**src/rtl/rom_access_arbiter.sv**
```systemverilog
// Two-port arbiter in front of a combinational instruction ROM. Fetch (IF) and
// data-load (D) requests share one ROM read with a fixed 2-cycle response latency.
module rom_access_arbiter #(
    parameter int INDEX_BITS     = 9,
    parameter int MAX_DATA_BURST = 4
) (
    input  logic        clk,
    input  logic        reset,
    input  logic        if_req,
    input  logic [31:0] if_addr,
    output logic        if_gnt,
    output logic        if_rvalid,
    output logic [31:0] if_rdata,
    output logic        if_err,
    input  logic        d_req,
    input  logic [31:0] d_addr,
    output logic        d_gnt,
    output logic        d_rvalid,
    output logic [31:0] d_rdata,
    output logic        d_err,
    output logic [31:0] rom_address,
    input  logic [31:0] rom_data,
    output logic        busy
);

    typedef enum logic [1:0] {
        IDLE,
        ACCESS,
        RESP
    } state_t;

    localparam int STREAK_W = $clog2(MAX_DATA_BURST + 1);
    localparam logic [STREAK_W-1:0] STREAK_MAX = STREAK_W'(MAX_DATA_BURST);

    state_t              state;
    state_t              state_next;
    logic [STREAK_W-1:0] streak;
    logic                win_if;
    logic                grant_window;
    logic                if_wins;
    logic                access_err;

    // rom_address doubles as the latched grant address, so the error check runs on it.
    assign access_err = rom_address[0] | (|rom_address[31:INDEX_BITS+1]);

    // NOTE: every output of this block gets a default before any branch, so no latch is inferred.
    always_comb begin
        grant_window = 1'b0;
        if_wins      = 1'b0;
        if_gnt       = 1'b0;
        d_gnt        = 1'b0;
        state_next   = state;
        busy         = (state != IDLE);

        grant_window = !reset && (state == IDLE || state == RESP);
        if_wins      = if_req && (!d_req || streak == STREAK_MAX);
        if_gnt       = grant_window && if_wins;
        d_gnt        = grant_window && d_req && !if_wins;

        case (state)
            IDLE:    if (if_gnt || d_gnt) state_next = ACCESS;
            ACCESS:  state_next = RESP;
            RESP:    state_next = (if_gnt || d_gnt) ? ACCESS : IDLE;
            default: state_next = IDLE;
        endcase
    end

    // NOTE: sequential state uses non-blocking assignments so all registers update from pre-edge values.
    always_ff @(posedge clk or posedge reset) begin
        if (reset) begin
            state       <= IDLE;
            streak      <= '0;
            win_if      <= 1'b0;
            rom_address <= '0;
            if_rvalid   <= 1'b0;
            if_rdata    <= '0;
            if_err      <= 1'b0;
            d_rvalid    <= 1'b0;
            d_rdata     <= '0;
            d_err       <= 1'b0;
        end else begin
            state <= state_next;

            if (if_gnt || d_gnt) begin
                win_if      <= if_gnt;
                rom_address <= if_gnt ? if_addr : d_addr;
            end

            // Streak counts D grants that made a waiting IF request wait longer.
            if (!if_req || if_gnt) begin
                streak <= '0;
            end else if (d_gnt && streak < STREAK_MAX) begin
                streak <= streak + STREAK_W'(1);
            end

            if_rvalid <= (state == ACCESS) && win_if;
            d_rvalid  <= (state == ACCESS) && !win_if;
            if_err    <= (state == ACCESS) && win_if && access_err;
            d_err     <= (state == ACCESS) && !win_if && access_err;

            if (state == ACCESS) begin
                if (win_if) begin
                    if_rdata <= access_err ? 32'h0 : rom_data;
                end else begin
                    d_rdata  <= access_err ? 32'h0 : rom_data;
                end
            end
        end
    end

endmodule
```
**config.mk**
```make
export PLATFORM = sky130hd
export DESIGN_NAME = rom_access_arbiter
export DESIGN_NICKNAME = d
export VERILOG_FILES = /design/src/rtl/rom_access_arbiter.sv
export SDC_FILE = /design/constraint.sdc
export NUM_CORES = 1
export LEC_CHECK = 0
export BUFFER_PORTS_ARGS = -buffer_cell sky130_fd_sc_hd__buf_2
export CAP_MARGIN = 20
export CORE_AREA = 4 4 122 95
export DETAILED_ROUTE_END_ITERATION = 10
export DIE_AREA = 0 0 126 99
export HOLD_SLACK_MARGIN = 0.12
export MAX_ROUTING_LAYER = met4
export PLACE_DENSITY = 0.78
export SLEW_MARGIN = 20
export SYNTH_ARGS = -nofsm -noshare
export SYNTH_HDL_FRONTEND = slang
export SYNTH_SLANG_ARGS = --single-unit
```
**constraint.sdc**
```tcl
create_clock -name clk -period 8.9 [get_ports clk]
set_clock_uncertainty 0.15 [all_clocks]
set_input_delay 0.89 -clock clk [delete_from_list [all_inputs] [get_ports clk]]
set_output_delay 0.89 -clock clk [all_outputs]
set_load 0.1 [all_outputs]
```
# After elaboration in Yosys (flattened, before gate mapping)
# Cells that the tools add are included.
# word_totals
register_bits	106
word_cells	50
input_bits	100
output_inout_bits	103
# op_classes
eq_ne	4
bitwise	2
addsub	1
reduce_logical	25
mux	7
n_lt_le_gt_ge	1
# ops
op	count
32-bit two-way mux	2
22-bit OR reduction	1
1-bit logical AND	10
3-bit two-way mux	2
2-bit case mux with 3 select lines	1
1-bit logical NOT	5
1-bit logical OR	4
2-bit AND reduction	2
2-bit nonzero test	2
3-bit by 1-bit adder with 3-bit output (second input constant)	1
3-bit == test (second input constant)	1
3-bit less-than comparator (second input constant)	1
2-bit by 1-bit == test with 1-bit output (second input constant)	1
2-bit == test (second input constant)	1
2-bit logical NOT	1
2-bit two-way mux	1
2-bit by 1-bit inequality test with 1-bit output (second input constant)	1
1-bit two-way mux	1
1-bit NOT	1
1-bit bitwise OR	1

# Depth between registers and ports, before layout
# Gate-level depths: netlist (run 1).
# depth
word_depth	8
depth_mapped	7
depth_no_buf	5

# Worst setup path after synthesis (run 1)
# No wires, ideal clock.
# synth_timing
kind	in2out
startpoint	input port reset
endpoint	output port d_gnt
path_buffers	1
arrival_ps	2009
path_slack_ps	5851
cell_stages	3
required_time_ps	7860
cell_sequence	or3b_1 -> a31oi_4 -> buf_2
# synth_between
elab_chain_len	4
# synth_lines
item	line_no	source
from (decl)	8	input logic reset,
1-bit logical NOT (no source line)	-	
1-bit logical AND	55	grant_window = !reset && (state == IDLE || state == RESP);
1-bit logical AND (2 in a row)	58	d_gnt = grant_window && d_req && !if_wins;
to (decl)	17	output logic d_gnt,
# Every way passes these cells.

# Final worst setup path (run 1)
# Ends and elaborated chain as after synthesis.

==> results list, run 1 <==
- The detailed router placed 4372 vias in this run.
- Routability cong.: 0.812
- Reg2reg path depth: 5
- Floorplan row count: 32
- Busiest grt layer: met2
- Data required time of the critical path: 7.86 ns
- The floorplan step defined a die boundary enclosing 12500 µm².
- Pin count of the biggest net entering global routing: 66
* Initial DRT Pass Iterations: 4
* Fraction of final layout cells with drive strength greater than 1: 38.2%
* Vias per inst: 5.72
- Number of antenna violations at the first check in global routing: 0
- Net switching power: 612 µW
* Timing-limited maximum frequency: 0.260 GHz
- CTS saw 106 sinks.
- Num CTS Buffers: 9
- Vias in the first global route: 4463
- Critical path peak fanout: 33
- Combinational group share of total power: 33.5%
- Top library cells by usage in the layout, fill and taps aside: 202 x sky130_fd_sc_hd__buf_2, 106 x sky130_fd_sc_hd__dfrtp_1, 65 x sky130_fd_sc_hd__nand4_1, 65 x sky130_fd_sc_hd__nand2_1, 57 x sky130_fd_sc_hd__o21ai_0
- From bottom edge to top edge, the die measures 99 µm.
- Core region area: 10200 µm²
- Internal Power: 861 µW
- Buffers placed on the I/O ports in this run total 202.
- In this run the critical register-to-register path is launched from state[0].
- The H-tree was split into 3 levels.
- First-pass GRT wire length: 23.0 mm
* Global Route met2 Usage: 37.6%
- Diodes inserted: 0
* Library cell used as clock root buffer: sky130_fd_sc_hd__clkbuf_16
- The number of hold buffers added after CTS was 0.
* Final number of hold-violating endpoints: 0
- Post-CTS setup buffers: 0
- Longest Clk Path Bufs: 2
- Final wirelength: 14.0 mm
- Kind of start point of the critical path: input port
- RSZ-0062 raised after global routing: false
* IR Drop Worst-Case VDD: 0.000169 V
* Minimum clock period: 3.85 ns
- Switching Share: 41.6%
- Sequential elements use 56.4% of the synthesized area.
- The tightest min-delay check is of the reg -> reg type.
* Capturing element type of the critical path: output pin
* Placement-stage cell area: 5730 µm²
* Quantity of gates resized following cts: 0
- For this run, design rule violations remaining after detail routing come to 0.
- Initial cell density of the core: 45.9%
- Synthesis handed over a netlist of 448 instances.
- Crit path arrival time: 2.81 ns
* Launch point of the worst path: reset
- Hold depth: 1
- Cell Area, Synth: 4700 µm²
* Met3 track demand over resource in global routing: 4.71%
* Nets: 725
* Post-detailed-placement half-perimeter wirelength: 9.75 mm
* Final setup fails: 0
- Summed area of non-filler cells in the final layout: 6060 µm²
* Syn Nets: 550
* Clock slew at the register clock pins of the worst setup and hold paths: 0.06 ns
- Clock insertion delay at the later pin of the skew report: 0.34 ns
- Register bit total from synthesis: 106
- The worst setup path is of the in -> out kind.
- Slew Limit Fails: 0
* Area growth syn-to-layout: 28.8%
* Relative slew slack: 30.1%
* Detailed router's first-iteration violation count: 320
- The synthesized netlist contains 33 unique library cells.
* I/O Pins: 203
- For this design the static power due to leakage is 2.95 nW.
- After routing, the total negative slack on setup checks comes to 0 ns.
* Post-route fraction of the period consumed by the critical path: 43.2%
- For this run, the total global-route usage over all layers was measured as 23.3%.
- From left edge to right edge, the die measures 126 µm.
* Clock share of power: 29.2%
- After global routing the overflow that remains totals 0.
- The detail route stage leaves a number of antenna-violating nets equal to 0.
- Global routing used 30.4% of the available met1 tracks.
- For this run, the number of Yosys warnings is 0.
* Run status: finished clean
* Leading cell type in the layout, fill and taps excluded: sky130_fd_sc_hd__buf_2
- Worst setup slack for register-to-register paths: 6.11 ns
- # Max-Cap Violations: 0
* Routed WL per cell: 18.3 µm
- Power density relative to cell area: 243 nW/µm²
* Clock tree from TritonCTS: done
- Mean instance size in the synthesized netlist: 10.5 µm²
- For the pin with the worst max-slew slack, the measured transition is 1.04 ns.
- The worst hold path begins at state[1].
- On the final layout, the worst hold slack is 0.321 ns.
- Portion of total power attributed to sequential cells: 37.3%
-- final timing paths --
path / endpoint
worst min-delay path: state[1]
worst max-delay path: d_gnt
max in group asynchronous: rom_address[12]
worst min register to register: state[1]
worst max register to register: if_rdata[20]
min in group asynchronous: rom_address[1]
-- critical path, cell delays in order --
cell,delay (ns)
sky130_fd_sc_hd__buf_2,0.16
sky130_fd_sc_hd__or3b_1,0.42
sky130_fd_sc_hd__a31oi_4,0.76
sky130_fd_sc_hd__buf_2,0.57
-- metrics by stage --
stage | total power [mW] | instances | setup WS [ns] | util [%]
detailed placement | 1.05 | 748 | 5.07 | 55.9
floorplan | 0.950 | 448 | 5.07 | -
finish | 1.47 | 764 | 5.05 | 59.1
global placement | 1.04 | 748 | 5.12 | 55.9
global route | 1.53 | 764 | 4.97 | 59.1
CTS | 1.48 | 764 | 5.07 | 59.1
-- Yosys cell counts --
cell / n / area share [%]
sky130_fd_sc_hd__a31oi_4: 1 / 0.45
sky130_fd_sc_hd__nor4b_1: 1 / 0.19
sky130_fd_sc_hd__nand2_1: 65 / 5.2
sky130_fd_sc_hd__nor2b_1: 2 / 0.27
sky130_fd_sc_hd__a21oi_1: 3 / 0.32
sky130_fd_sc_hd__nor3_1: 3 / 0.32
sky130_fd_sc_hd__buf_6: 4 / 0.96
sky130_fd_sc_hd__buf_4: 3 / 0.48
sky130_fd_sc_hd__a221o_2: 5 / 1.2
sky130_fd_sc_hd__xnor2_1: 1 / 0.19
sky130_fd_sc_hd__nand2_2: 1 / 0.13
sky130_fd_sc_hd__ha_1: 2 / 0.53
sky130_fd_sc_hd__nand3b_1: 1 / 0.16
sky130_fd_sc_hd__and2_1: 2 / 0.27
sky130_fd_sc_hd__or2_2: 2 / 0.27
sky130_fd_sc_hd__nor4_1: 5 / 0.67
sky130_fd_sc_hd__mux2i_1: 1 / 0.21
sky130_fd_sc_hd__or3b_1: 2 / 0.37
sky130_fd_sc_hd__nand4_1: 65 / 8.6
sky130_fd_sc_hd__a2111oi_4: 1 / 0.59
sky130_fd_sc_hd__buf_2: 14 / 1.5
sky130_fd_sc_hd__o21ai_1: 7 / 0.74
sky130_fd_sc_hd__o31ai_1: 1 / 0.16
sky130_fd_sc_hd__nor2_1: 1 / 0.080
sky130_fd_sc_hd__a221o_1: 27 / 5.7
sky130_fd_sc_hd__a21boi_0: 32 / 5.1
sky130_fd_sc_hd__o21ai_0: 57 / 6.1
sky130_fd_sc_hd__inv_1: 5 / 0.40
sky130_fd_sc_hd__inv_2: 1 / 0.080
sky130_fd_sc_hd__and4_1: 1 / 0.19
sky130_fd_sc_hd__dfrtp_1: 106 / 56
sky130_fd_sc_hd__a21o_1: 1 / 0.16
sky130_fd_sc_hd__clkbuf_1: 25 / 2.0
-- power groups by stage --
stage / Sequential [mW] / Combinational [mW] / Clock (mW)
4_1_cts: 0.550 / 0.493 / 0.441
2_1_floorplan: 0.830 / 0.120 / 0
5_1_grt: 0.555 / 0.514 / 0.460
3_3_place_gp: 0.557 / 0.487 / 0
3_5_place_dp: 0.557 / 0.494 / 0
6_report: 0.550 / 0.493 / 0.430
-- layer usage --
metal,up-vias,share of wire (%)
met5,-,0
met4,0,1.6
met2,206,50
met1,2133,41
li1,2013,-
met3,20,7.0
-- cell type report --
cell class | instances | area [µm²]
fillers | 905 | 4190
flip-flops and latches | 106 | 2650
multi-input cells | 290 | 1810
repair buffers | 210 | 1070
clock buffers | 10 | 239
well taps | 136 | 170
clock inverters | 6 | 88.8
inverters | 6 | 25.0
-- state kept, by name, summed over array words and instances (netlist names) --
register,cells
if_rvalid,1
d_err,1
rom_address,32
streak,3
win_if,1
d_rdata,32
if_rdata,32
if_err,1
d_rvalid,1
state,2
-- cells by family after synthesis --
group	share of synthesized area [%]
adders and majority gates	0.532
buffers and inverters	5.40
AOI/OAI and AO/OA	20.5
xor gates and xnor gates	0.186
DFF	56.4
muxes	0.213
and+or+nand+nor	16.7
Power figures use the tool's default switching activity.
==> inputs of run 2 (changes only) <==
clock period = 3.8 ns   (was 8.9 ns; I/O delays follow)
==> run 2 against run 1 <==
Critical path depth is the same. Cell area grew 3.5%. Sequential power grew 130%. First-iteration DRC count grew 18%. Largest power group unchanged. Setup slack lost 4.1 ns. Utilization grew 2.1 points. Power grew 130%. Wire length grew 2.4%. Via count grew 4.0%. Combinational power grew 140%. Highest routed layer unchanged. Hold slack lost 0.21 ns. Register-to-register slack lost 5.0 ns.
==> results list, run 2 (same netlist as run 1, synthesis figures left out) <==
- Run status: finished clean (unchanged).
* Largest regs: d_rdata x32, if_rdata x32, rom_address x32 (unchanged)
* Final worst setup slack: 0.967 ns (was 5.05 ns)
* I/O Pins: 203 (unchanged)
- Power density relative to cell area: 534 nW/µm² (was 243 nW/µm²)
- Minimum clock period: 2.83 ns
- Data required time of the critical path: 3.27 ns (was 7.86 ns)
- Switching Share: 42.8% (was 41.6%)
* Routability cong.: 0.841 (was 0.812)
- The fraction of power consumed by the clock network was 25.7% (was 29.2%).
- Final wirelength: 14.3 mm (was 14.0 mm)
- The number of placement rows is 32 (unchanged).
* Placed Cells: 750 (was 748)
- The initial DRC count is 377 (was 320).
- Post-CTS setup buffers: 0 (unchanged)
* Number of antenna violations at the first check in global routing: 0 (unchanged)
- The sequential group share of total power came to 38.5% (was 37.3%).
* Final number of hold-violating endpoints: 0 (unchanged)
- The CTS tree is done (unchanged).
* RSZ-0062 raised after global routing: false (unchanged)
* Core region area: 10200 µm² (unchanged)
- P_leak: 3.05 nW (was 2.95 nW)
- Endpoint of the worst register-to-register path: rom_address[9] (was if_rdata[20])
* Critical path peak fanout: 33 (unchanged)
- The wire length of the first global-routing pass came to 23.2 mm (was 23.0 mm).
- The classification of the worst-slack hold path was in -> async (was reg -> reg).
- Total track usage: 23.5% (was 23.3%)
- Crit path arrival time: 2.30 ns (was 2.81 ns)
- Net switching power: 1.43 mW (was 612 µW)
- The average detailed-routed wire length per instance is 18.1 µm (was 18.3 µm).
* Post-route fraction of the period consumed by the critical path: 74.5%
* Vias per inst: 5.75 (was 5.72)
- Start-to-end type of the worst setup path: reg -> out (was in -> out)
- The die area is 12500 µm² (unchanged).
- Timing-limited maximum frequency: 0.353 GHz
- The final cell count without fillers was 791 (was 764).
- Hold Slack: 0.107 ns (was 0.321 ns)
* Die span in x: 126 µm (unchanged)
- The setup TNS came to 0 ns (unchanged).
- The setup slack on the worst flop-to-flop path is 1.15 ns (was 6.11 ns).
- Library cell used as clock root buffer: sky130_fd_sc_hd__clkbuf_16 (unchanged)
* Drt drc: 0 (unchanged)
- # fillers: 897 (was 905)
* Count of port buffers added during placement: 202 (unchanged)
* Post-detailed-placement half-perimeter wirelength: 9.88 mm (was 9.75 mm)
- Clock slew at the register clock pins of the worst setup and hold paths: 0.07 ns (was 0.06 ns)
- Combinational group share of total power: 35.8% (was 33.5%)
* Longest Clk Path Bufs: 2 (unchanged)
* Pin count of the biggest net entering global routing: 66 (unchanged)
* Slew Limit Fails: 0 (unchanged)
* Sinks on Clock Net: 106 (unchanged)
* Relative slew slack: 25.5% (was 30.1%)
* Clock insertion delay at the later pin of the skew report: 0.34 ns (about the same)
* Global route overflow: 0 (unchanged)
- The H-tree level count was 3 (unchanged).
- # Max-Cap Violations: 0 (unchanged)
- Launch point of the worst path: state[0] (was reset)
- Vias in the first global route: 4537 (was 4463)
- Area growth syn-to-layout: 33.3% (was 28.8%)
- Destination of the critical timing path: d_gnt (unchanged)
- The initial cell density of the core was 45.9% (unchanged).
- The share of layout cells above drive strength 1 is 36.6% (was 38.2%).
* Initial DRT Pass Iterations: 5 (was 4)
* Reg2reg path depth: 7 (was 5)
- The endpoint kind of the worst setup timing path is an output pin (unchanged).
- The type of origin of the critical path is a flop (was input port).
- Internal Power: 1.91 mW (was 861 µW)
- Post-route ant nets: 0 (unchanged)
- Layout Utilization: 61.1% (was 59.1%)
* Y dimension of the die: 99 µm (unchanged)
* Beginning of the worst register-to-register path: streak[0] (was state[0])
* IR Drop Worst-Case VDD: 0.000342 V (was 0.000169 V)
- The final layout net count is 752 (was 725).
- The via count was 4545 (was 4372).
* Top library cells by usage in the layout, fill and taps aside: 202 x sky130_fd_sc_hd__buf_2, 106 x sky130_fd_sc_hd__dfrtp_1, 65 x sky130_fd_sc_hd__nand4_1, 65 x sky130_fd_sc_hd__nand2_1, 57 x sky130_fd_sc_hd__o21ai_0 (unchanged)
- The slew of the pin with the lowest slew margin is 1.12 ns (was 1.04 ns).
* Num CTS Buffers: 9 (unchanged)
- The total inserted antenna cells was 0 (unchanged).
* Final setup fails: 0 (unchanged)
* Worst setup slack before clock tree synthesis: 1.32 ns (was 5.07 ns)
- Leading cell type in the layout, fill and taps excluded: sky130_fd_sc_hd__buf_2 (unchanged)
==> run 2: cell types whose count changed in the layout (fill, tap and decap cells not counted) <==
cell,change
sky130_fd_sc_hd__dlygate4sd3_1,+25
sky130_fd_sc_hd__clkbuf_1,+2
sky130_fd_sc_hd__clkinv_1,-1
sky130_fd_sc_hd__clkinvlp_4,+1
sky130_fd_sc_hd__bufinv_16,-2
sky130_fd_sc_hd__buf_4,+2
sky130_fd_sc_hd__inv_1,+1
sky130_fd_sc_hd__inv_6,-1
==> run 2: cell type report <==
type	instances	area [µm²]	area share, %
clock buffer	12	246	3.93
clock inverter	4	27.5	0.439
inverter	6	25.0	0.399
multi-input combinational	290	1810	28.9
sequential	106	2650	42.3
tap	136	170	2.72
timing repair buffer	237	1340	21.3
==> run 2: how the worst min path moves through the flow <==
stage                            to  startpoint
floorplan                  state[1]    state[1]
global placement           state[1]    state[1]
detailed placement         state[1]    state[1]
CTS                  rom_address[8]  if_addr[8]
global route        rom_address[27]  d_addr[27]
finish               rom_address[1]       reset
==> run 2: worst max-delay path: stages, from the launching register on <==
cell	delay, ns
sky130_fd_sc_hd__dfrtp_1	0.48
sky130_fd_sc_hd__or3b_1	0.47
sky130_fd_sc_hd__a31oi_4	0.15
sky130_fd_sc_hd__buf_4	0.34
sky130_fd_sc_hd__buf_2	0.50
==> run 2: what timing repair did <==
item / in CTS / in global routing
hold buffers: 24 / 1
endpoints found under the hold margin: 15 / 1
gates resized for setup: 0 / 0
==> run 2: power groups by stage <==
stage	registers, mW	logic (mW)	clock network (mW)
2_1_floorplan	1.94	0.281	0
3_3_place_gp	1.30	1.15	0
5_1_grt	1.30	1.25	0.925
4_1_cts	1.29	1.19	0.879
3_5_place_dp	1.31	1.16	0
6_report	1.29	1.20	0.860
==> run 2: stage by stage <==
step / total power [mW] / area [µm²]
3_3_place_gp: 2.45 / 5740
5_1_grt: 3.47 / 6270
6_report: 3.35 / 6270
3_5_place_dp: 2.46 / 5740
2_1_floorplan: 2.23 / 4700
4_1_cts: 3.36 / 6260
==> run 2: per-layer routing <==
layer	share of wire, %	vias to the layer above	track usage (%)
li1	-	2068	-
met1	40	2215	30.2
met2	50	229	37.8
met3	7.8	33	4.60
met4	2.2	0	7.42
met5	0	-	-
==> inputs of run 3 (changes only) <==
ABC_AREA = 1   (was default)
CORE_AREA = 4 4 124 97   (was 4 4 122 95)
DIE_AREA = 0 0 128 101   (was 0 0 126 99)
PLACE_DENSITY = 0.76   (was 0.78)
clock period = 2.5 ns   (was 3.8 ns; I/O delays follow)
==> run 3 against run 2 <==
Wire length is 5.7% higher. Combinational power is 53% higher. Final cell count is 21% higher. Non-clock buffer count is 77 higher. Global-route usage is 0.90 points higher. Flip-flop and latch count stayed put. Clock power is 44% higher. Via count is 5.6% higher. Sequential power is 52% higher. First-iteration DRC count is 11% lower. Largest cell class unchanged.
==> results list, run 3 <==
- EDFF count, synth: 0 (unchanged)
* Fraction of final layout cells with drive strength greater than 1: 29.8% (was 36.6%)
* Kind of cell adding the most delay to the critical path: buffers and inverters (unchanged)
* Diodes inserted: 0 (unchanged)
- Ranking of synthesized cells by instance count: 238 x sky130_fd_sc_hd__nand2_1, 106 x sky130_fd_sc_hd__dfrtp_1, 99 x sky130_fd_sc_hd__nand3_1, 16 x sky130_fd_sc_hd__buf_2, 14 x sky130_fd_sc_hd__nor2_1 (was 106 x sky130_fd_sc_hd__dfrtp_1, 65 x sky130_fd_sc_hd__nand2_1, 65 x sky130_fd_sc_hd__nand4_1, 57 x sky130_fd_sc_hd__o21ai_0, 32 x sky130_fd_sc_hd__a21boi_0)
- The switching share of power came to 41.2% (was 42.8%).
- The total nets after synthesis was 619 (was 550).
- Nets: 916 (was 752)
- Dominant cells by area after synthesis: sky130_fd_sc_hd__dfrtp_1 60%, sky130_fd_sc_hd__nand2_1 20%, sky130_fd_sc_hd__nand3_1 11%, sky130_fd_sc_hd__buf_2 1.8%, sky130_fd_sc_hd__buf_6 1.3% (was sky130_fd_sc_hd__dfrtp_1 56%, sky130_fd_sc_hd__nand4_1 8.6%, sky130_fd_sc_hd__o21ai_0 6.1%, sky130_fd_sc_hd__a221o_1 5.7%, sky130_fd_sc_hd__nand2_1 5.2%).
- Drt drc: 0 (unchanged)
- Internal Power: 2.96 mW (was 1.91 mW)
* Area growth syn-to-layout: 53.8% (was 33.3%)
- Count of port buffers added during placement: 202 (unchanged)
- Floorplan row count: 33 (was 32)
- The x dimension of the die came to 128 µm (was 126 µm).
- Capturing element type of the critical path: flop (was output pin)
* Crit path arrival time: 2.52 ns (was 2.30 ns)
- RSZ-0062 raised after global routing: false (unchanged).
* Post-route ant nets: 0 (unchanged)
- Share of the synthesized area in the top cell type: 59.6% (was 56.4%)
- Detailed router's first-iteration violation count: 337 (was 377)
- Number of antenna violations at the first check in global routing: 0 (unchanged)
- The pin count of the biggest net entering global routing came to 35 (was 66).
- The placeable core area was 10700 µm² (was 10200 µm²).
- Cell chain of the critical path: inv_1 -> ha_1 -> nand2_1 -> nand2_2 -> nand3_1 -> inv_2 -> buf_4 -> nand2_1 -> nand3_1 -> dlygate4sd3_1 (was or3b_1 -> a31oi_4 -> buf_4 -> buf_2).
* P_leak: 3.95 nW (was 3.05 nW)
- Sequential area share after synthesis: 59.6% (was 56.4%)
- Routability cong.: 0.823 (was 0.841)
- The sequential group share of total power is 38.9% (was 38.5%).
* Distinct cells, synth: 21 (was 33)
* Post-route total power: 5.03 mW (was 3.35 mW)
* Library cell with the largest summed area after synthesis: sky130_fd_sc_hd__dfrtp_1 (unchanged)
- Y dimension of the die: 101 µm (was 99 µm)
* Maximum level of the CTS H-tree: 3 (unchanged)
* # fillers: 914 (was 897)
- The number of pins with negative max-slew slack in the final report is 0 (unchanged).
- The setup TNS was 0 ns (unchanged).
- The via count is 4800 (was 4545).
- The required time at the endpoint of the critical path is 2.62 ns (was 3.27 ns).
* Mean instance size in the synthesized netlist: 8.62 µm² (was 10.5 µm²)
* Summed area of non-filler cells in the final layout: 6850 µm² (was 6270 µm²)
- Actual slew at the worst max-slew pin: 0.629 ns (was 1.12 ns)
- The number of buffers between clock root and the deepest sink came to 2 (unchanged).
- The number of top-level pins came to 203 (unchanged).
- The post-synthesis async set-or-reset flop share came to 100% (unchanged).
- Minimum clock period: 2.40 ns
- The part of the total power dissipated in combinational logic is 36.4% (was 35.8%).
- Cell Area, Synth: 4450 µm² (was 4700 µm²)
* Leading cell type in the layout, fill and taps excluded: sky130_fd_sc_hd__nand2_1 (was sky130_fd_sc_hd__buf_2)
* Sinks on Clock Net: 106 (unchanged)
* Worst hold-check path type: in -> reg (was in -> async)
- The class of the most critical setup path is reg -> reg (was reg -> out).
* Power density relative to cell area: 735 nW/µm² (was 534 nW/µm²)
- The average vias per placed instance was 5.01 (was 5.75).
- The clock latency on the worst-skew pair came to 0.33 ns (was 0.34 ns).
- Top library cells by usage in the layout, fill and taps aside: 238 x sky130_fd_sc_hd__nand2_1, 201 x sky130_fd_sc_hd__buf_2, 106 x sky130_fd_sc_hd__dfrtp_1, 99 x sky130_fd_sc_hd__nand3_1, 97 x sky130_fd_sc_hd__dlygate4sd3_1 (was 202 x sky130_fd_sc_hd__buf_2, 106 x sky130_fd_sc_hd__dfrtp_1, 65 x sky130_fd_sc_hd__nand4_1, 65 x sky130_fd_sc_hd__nand2_1, 57 x sky130_fd_sc_hd__o21ai_0)
- The count of mapped cells out of synthesis came to 517 (was 448).
- Count of warnings emitted by yosys: 0 (unchanged)
- Hold Slack: 0.209 ns (was 0.107 ns)
* Full die area: 12900 µm² (was 12500 µm²)
- Worst setup slack before clock tree synthesis: 0.621 ns (was 1.32 ns)
- Timing-limited maximum frequency: 0.417 GHz
- Primary FF master, synth: sky130_fd_sc_hd__dfrtp_1 (unchanged)
- Delay of the slowest cell on the worst path: 0.55 ns (was 0.50 ns)
- Count of buffering cells on the critical path with inverters included: 4 (was 2)
- The worst voltage drop across the vdd grid came to 0.000521 V (was 0.000342 V).
* Post-route fraction of the period consumed by the critical path: 96.0%
- Largest regs: d_rdata x32, if_rdata x32, rom_address x32 (unchanged).
- Num CTS Buffers: 9 (unchanged)
* Slowest CP cell: sky130_fd_sc_hd__dlygate4sd3_1 (was sky130_fd_sc_hd__buf_2)
* Clock tree from TritonCTS: done (unchanged)
- The wire length of the first global-routing pass was 24.3 mm (was 23.2 mm).
- Kind of start point of the critical path: flop (unchanged)
* Routed WL per cell: 15.8 µm (was 18.1 µm)
- The clock transition at the registers of the reported paths was 0.06 ns (was 0.07 ns).
* Library cell used as clock root buffer: sky130_fd_sc_hd__clkbuf_16 (unchanged)
- Post-detailed-placement half-perimeter wirelength: 9.83 mm (was 9.88 mm)
- The aggregate global-route resource usage is 24.4% (was 23.5%).
* Relative slew slack: 58.0% (was 25.5%)
* Placement-stage cell area: 5600 µm² (was 5740 µm²)
- # Max-Cap Violations: 0 (unchanged)
- Clock share of power: 24.7% (was 25.7%)
- The detailed-routing iteration count for the pre-antenna-repair pass was 5 (unchanged).
- Initial cell density of the core: 41.5% (was 45.9%)
* Cell with the most instances after synthesis: sky130_fd_sc_hd__nand2_1 (was sky130_fd_sc_hd__dfrtp_1)
* Global route overflow: 0 (unchanged)
- Final worst setup slack: 0.101 ns (was 0.967 ns)
* Register bit total from synthesis: 106 (unchanged)
- The switching component of the power is 2.07 mW (was 1.43 mW).
* Final wirelength: 15.2 mm (was 14.3 mm)
* Final setup fails: 0 (unchanged)
- The final-report hold violation count came to 0 (unchanged).
- The maximum fanout count along the critical path was 32 (was 33).
- Run status: finished clean (unchanged)
* Vias in the first global route: 4946 (was 4537)
run 3: final timing paths:
path / start / end / slack (ns) / depth (start not counted)
max: streak[0] / rom_address[5] / 0.10 / 10
min: if_req / win_if / 0.21 / 3
max reg2reg: streak[0] / rom_address[5] / 0.10 / 10
min reg2reg: if_rdata[20] / if_rdata[20] / 0.32 / 2
max in group asynchronous: reset / if_rdata[18] / 1.05 / 4
min in group asynchronous: reset / rom_address[24] / 0.44 / 3
run 3: worst min-delay path: stages:
cell and delay (ns):
sky130_fd_sc_hd__buf_2 0.14, sky130_fd_sc_hd__nand3_1 0.13, sky130_fd_sc_hd__o21ai_0 0.11
run 3: cell families (layout without fill, tap and decap cells):
group,Yosys count,in the layout,share of synthesized area (%)
compound gates,6,6,1.04
fa+ha+maj,2,2,0.562
buf+inv,43,344,5.00
flops,106,106,59.6
simple gates,360,360,33.8
run 3: per-stage QoR:
step,utilization [%],cells
global route,63.8,958
global placement,52.1,844
detailed placement,52.1,844
floorplan,-,517
CTS,63.5,956
finish,63.8,958
run 3: area by class of cell:
class                   instances  area, µm²  share of cell area (%)
clock buffers                  12        236                    3.45
clock inverters                 3       17.5                   0.256
inverters                      15       60.1                   0.877
multi-input cells             368       1580                    23.1
flip-flops and latches        106       2650                    38.7
well taps                     140        175                    2.56
repair buffers                314       2130                    31.0
run 3: power groups by stage:
stage / Clock [mW] / Combinational (mW) / Sequential [mW]
final: 1.24 / 1.83 / 1.96
after global routing: 1.36 / 1.92 / 1.97
after CTS: 1.29 / 1.81 / 1.95
after detailed placement: 0 / 1.59 / 1.98
after global placement: 0 / 1.58 / 1.97
after floorplan: 0 / 0.292 / 2.92
run 3: timing repair:
| item | CTS | global route |
|---|---|---|
| buffers inserted | 0 | 2 |
| hold endpoints to repair | 120 | 0 |
| hold buffers | 97 | 0 |
| resized for setup | 0 | 1 |
| setup endpoints to repair | 0 | 18 |
run 3: routing by layer:
metal,wire (µm),part of all wire (%),up-vias,global-route usage (%)
li1,-,-,2224,-
met1,6100,40,2330,29.4
met2,7840,52,211,41.1
met3,842,5.6,35,4.40
met4,382,2.5,0,9.30
met5,0,0,-,-
